===== src/rtl/mod241_acc.sv =====
// Frame accumulator: sums per-chunk residues modulo 241 and presents one
// result per frame with a valid/ready handshake on both sides.
module mod241_acc #(
    parameter int N_TERMS = 84,
    parameter int CNT_W   = 7
) (
    input  logic             clk,
    input  logic             rst,
    input  logic             in_valid,
    output logic             in_ready,
    input  logic [7:0]       in_residue,
    input  logic             in_last,
    output logic             out_valid,
    input  logic             out_ready,
    output logic [7:0]       out_residue,
    output logic [CNT_W-1:0] out_count,
    output logic             out_err
);

    typedef enum logic {
        ACCUM = 1'b0,
        HOLD  = 1'b1
    } state_t;

    localparam logic [8:0]       MODULUS   = 9'd241;
    localparam logic [CNT_W-1:0] TERM_MAX  = CNT_W'(N_TERMS);
    localparam logic [CNT_W-1:0] CNT_SAT   = {CNT_W{1'b1}};

    state_t           state;
    logic [7:0]       acc;
    logic [CNT_W-1:0] cnt;
    logic             err;

    logic             in_fire;
    logic             out_fire;
    logic [8:0]       term_red;
    logic [8:0]       acc_base;
    logic [8:0]       sum;
    logic [8:0]       sum_red;

    assign in_ready  = (state == ACCUM);
    assign out_valid = (state == HOLD);
    assign in_fire   = in_valid && in_ready;
    assign out_fire  = out_valid && out_ready;

    assign out_residue = acc;
    assign out_count   = cnt;
    assign out_err     = err;

    // Both operands are below 241 after reduction, so one conditional
    // subtract is enough to bring the 9-bit sum back into range.
    always_comb begin
        term_red = {1'b0, in_residue};
        if (term_red >= MODULUS) begin
            term_red = term_red - MODULUS;
        end
        acc_base = (cnt == '0) ? 9'd0 : {1'b0, acc};
        sum      = acc_base + term_red;
        sum_red  = sum;
        if (sum >= MODULUS) begin
            sum_red = sum - MODULUS;
        end
    end

    always_ff @(posedge clk) begin
        if (rst) begin
            state <= ACCUM;
            acc   <= '0;
            cnt   <= '0;
            err   <= 1'b0;
        end else begin
            case (state)
                ACCUM: begin
                    if (in_fire) begin
                        acc <= sum_red[7:0];
                        if (cnt != CNT_SAT) begin
                            cnt <= cnt + 1'b1;
                        end
                        if (cnt == TERM_MAX) begin
                            err <= 1'b1;
                        end
                        if (in_last) begin
                            state <= HOLD;
                        end
                    end
                end
                HOLD: begin
                    if (out_fire) begin
                        acc   <= '0;
                        cnt   <= '0;
                        err   <= 1'b0;
                        state <= ACCUM;
                    end
                end
                default: state <= ACCUM;
            endcase
        end
    end

endmodule

===== config.mk =====
export PLATFORM = sky130hd
export DESIGN_NAME = mod241_acc
export DESIGN_NICKNAME = d
export VERILOG_FILES = /design/src/rtl/mod241_acc.sv
export SDC_FILE = /design/constraint.sdc
export NUM_CORES = 1
export LEC_CHECK = 0
export BUFFER_PORTS_ARGS = -buffer_cell sky130_fd_sc_hd__buf_2
export CORE_ASPECT_RATIO = 0.9
export CORE_MARGIN = 8
export CORE_UTILIZATION = 43
export DETAILED_ROUTE_END_ITERATION = 10
export PLACE_DENSITY = 0.66
export SYNTH_ARGS = -nofsm -noshare
export SYNTH_HDL_FRONTEND = slang
export SYNTH_SLANG_ARGS = --single-unit

===== constraint.sdc =====
create_clock -name clk -period 3.9 [get_ports clk]
set_input_delay 0.39 -clock clk [delete_from_list [all_inputs] [get_ports clk]]
set_output_delay 0.39 -clock clk [all_outputs]
set_load 0.01 [all_outputs]

==> results.txt <==
The tools report the standby leakage power as 0.000855 uW. The tools report the via count of the first global-routing pass as 1,324. During placement, the flow inserted port buffers numbering 30. The number of buffers and inverters on the critical path was 2; the setup TNS was 0 ps. The worst register-to-register path has a depth of 12.

The startpoint identified for the worst hold timing path is rst. The logs give 0 for the number of setup violations in the final report and 0 for the number of hold buffers added after cts. The final setup skew was 1.46 ps; the half-perimeter wire length after placement was 3030 um. Post-CTS timing repair inserted 0 buffers for setup. Across the whole layout, storage elements account for 340 sq um. In this run the worst path has a maximum fanout of 6. The tools report the startpoint of the worst-slack reg-to-reg timing path as out_count[6]. The average footprint of a synthesized cell is 7.99 sq um. During synthesis, Yosys emitted a total of 0 warnings. The number of hold-slack violations in the final timing report was 0; the global placement routability congestion was 0.846.

The highest cell delay on the worst timing path came out at 410 ps. The die covers 5620 sq um. The horizontal extent of the die is 78.1 um, and the first-pass iteration count of the detailed router is 4. The multi-input combinational cells in the finished layout cover a total of 1110 sq um.

In this run the tightest slew margin relative to its limit is 61.1%. In this run the standard cell core region covers 3350 sq um. Max-cap violations in this run came to 0.

For the pin with the worst max-slew slack, the measured transition is 581 ps. Among all flip-flop cells after synthesis, the most frequent one is sky130_fd_sc_hd__dfxtp_1. The number of antenna diodes in the final layout is 0.

The critical path starts at in_residue[1]. The number of CTS-inserted buffers came out at 3. TritonCTS built the clock tree. Number of antenna violations at the first check in global routing: 0. The critical path goes through buf_2, inv_1, ha_1, nor3_1, a21oi_1, xnor2_1, ha_1, fa_1, a21o_2, a221oi_1, xnor2_1, o41a_2, a31oi_4, or3_1, a32o_1. The run gives 44 as the count of unique library cells instantiated by Yosys. The wire length of the first global-routing pass is 6160 um. The run gives 1 as the deepest level of the CTS H-tree. The type of the setup path with the least slack is in2reg. The run gives 0 as the number of remaining DRC errors. The final cycle utilization of the critical path is 91.2%. Peak supply drop: 0.171 mV.

Family with the most delay on the worst path: compound AO/OA/AOI/OAI gates. The element type at the critical path end was a flop. The net count after synthesis is 215, and the post-cts gate resize count is 0. Excluding fillers, the count of instances in the completed layout stands at 271. Dividing total power by cell area gives a power density of 291 nW/um^2.

Among all stages on the critical path, the largest delay is contributed by sky130_fd_sc_hd__fa_1. The combined global-route utilization of all metal layers is 13.1%. For the detailed-route wire length, the log shows 3640 um. The number of cells traversed by the worst hold path was 2. Counting flops with a built-in enable in the synthesized netlist gives 0.

The tools report the count of final max-slew check failures as 0. The logs give 3700 ps for the arrival time at the worst endpoint and 10 for the pin count of the biggest net entering global routing. CTS placed an instance of sky130_fd_sc_hd__clkbuf_8 at the clock tree root. The path type of the worst min-delay path is in2reg. In the synthesized netlist the async set-or-reset flop fraction comes to 0%. At the worst endpoint, the required time is 4040 ps. For the finished layout, the period the worst path requires is 3560 ps.

After synthesis the netlist holds a flip-flop and latch count of 17. After detailed placement, the design holds a cell count of 267. The area growth from synthesis to layout is 19.8%.

The clock passes through at most 2 buffers. After the last flow step, the layout net total stands at 256. The clock drives 17 sinks. The tools report the count of routing violations after the opening detailed-route iteration as 62. The run gives 0 as the residual antenna-violating net count after detailed routing. After synthesis the cells add up to 1490 sq um. The initialized floorplan defines 20 standard-cell rows. Setup repair after global routing left no endpoint under its margin. Sequential elements use 22.8% of the synthesized area. Number of fill cells: 343. The mean number of vias per cell works out to 5.42.

Number of vias after detailed routing: 1,468. The critical path crosses 15 cells after its start point. The worst hold slack across all endpoints came out at 351 ps. The run gives 44.6% as the effective utilization at floorplan.

Clock-pin slew was measured on the worst setup and hold paths at 60 ps. In the final layout, the share of cells above drive strength 1 is 22.0%. The run gives 187 as the post-synthesis instance total. 31 I/O pins were placed.

The run gives 0 as the final global-route overflow total. STA classifies the critical path startpoint as an input port. Based on the critical path, the design can be clocked at up to 0.281 GHz. For the worst-skew pair, the clock arrives at the later sink with an insertion delay of 250 ps.

The run finished with clean final reports. The die extent in y works out to 71.9 um. In the final routed layout, each cell accounts on average for 13.4 um.
flip-flops by register name, indices dropped and copies added, names as in the netlist:
name and count:
out_count 7, out_residue 8, out_valid 1, out_err 1
metrics by stage:
stage          cell area, sq um  total power, uW  util (%)  worst slack (ps)
5_1_grt                    1790              558      53.4              38.3
2_1_floorplan              1490              334         -               399
4_1_cts                    1790              527      53.4               330
6_report                   1790              521      53.4               342
3_3_place_gp               1740              395      52.0               155
3_5_place_dp               1740              394      52.0              84.2
power by group:
part           total [uW]  leakage [uW]  switching (uW)  internal, uW
registers             196      0.000139            10.2           186
logic                 195      0.000694             111          84.5
clock network         130     0.0000228            57.1          72.4
total                 521      0.000855             178           343
kinds of logic after synthesis:
| group | synth area share [%] |
|---|---|
| flip-flops | 22.8 |
| buffers and inverters | 3.01 |
| adder cells (fa/ha/maj) | 13.1 |
| AND/OR/NAND/NOR | 27.2 |
| XOR/XNOR | 6.45 |
| multiplexers | 2.68 |
| AO/OA/AOI/OAI | 24.8 |
cells in the final DEF, fill, tap and decap left out, drive strengths merged, types with 5 or more instances in the layout:
cell type and instances:
o21ai 9, inv 12, xor2 5, ha 14, dfxtp 17, a21oi 9, a21o 7, and2 8
nand3 12, xnor2 6, a31oi 6, nor2 21, nand2 13, buf 36
metal layers:
| layer | GRT usage (%) | wire [um] | up-vias |
|---|---|---|---|
| met2 | 19.1 | 1550 | 44 |
| met1 | 19.0 | 1890 | 659 |
| li1 | - | - | 763 |
| met3 | 3.21 | 186 | 2 |
| met4 | 2.46 | 13 | 0 |
| met5 | 0 | 0 | - |
cells in the mapped netlist (all sizes together), types with 4 or more instances:
library cell / n / share of area, %
a21oi: 9 / 3.0
dfxtp: 17 / 23
nor3: 4 / 1.3
ha: 14 / 12
a31oi: 6 / 4.5
inv: 12 / 3.0
nand4: 4 / 1.7
and2: 8 / 3.4
xor2: 5 / 2.9
o21ai: 9 / 3.0
xnor2: 6 / 3.5
nor2: 21 / 5.3
a21o: 7 / 3.7
nand3: 12 / 4.0
nand2: 13 / 3.3
mux2i: 4 / 2.7
path summary, 6_finish.rpt:
check | slack (ps) | end
max | 340 | out_residue[2]
min | 350 | out_count[0]
max reg2reg | 490 | out_residue[2]
min reg2reg | 460 | out_err
layout make-up:
cell class              instances  share of cell area [%]
well taps                      44                    3.08
clock buffers                   4                    2.52
inverters                      12                    2.52
repair buffers                 36                    10.9
multi-input cells             158                    62.0
flip-flops and latches         17                    19.0
Note: power is estimated with default switching activity, not from simulation.
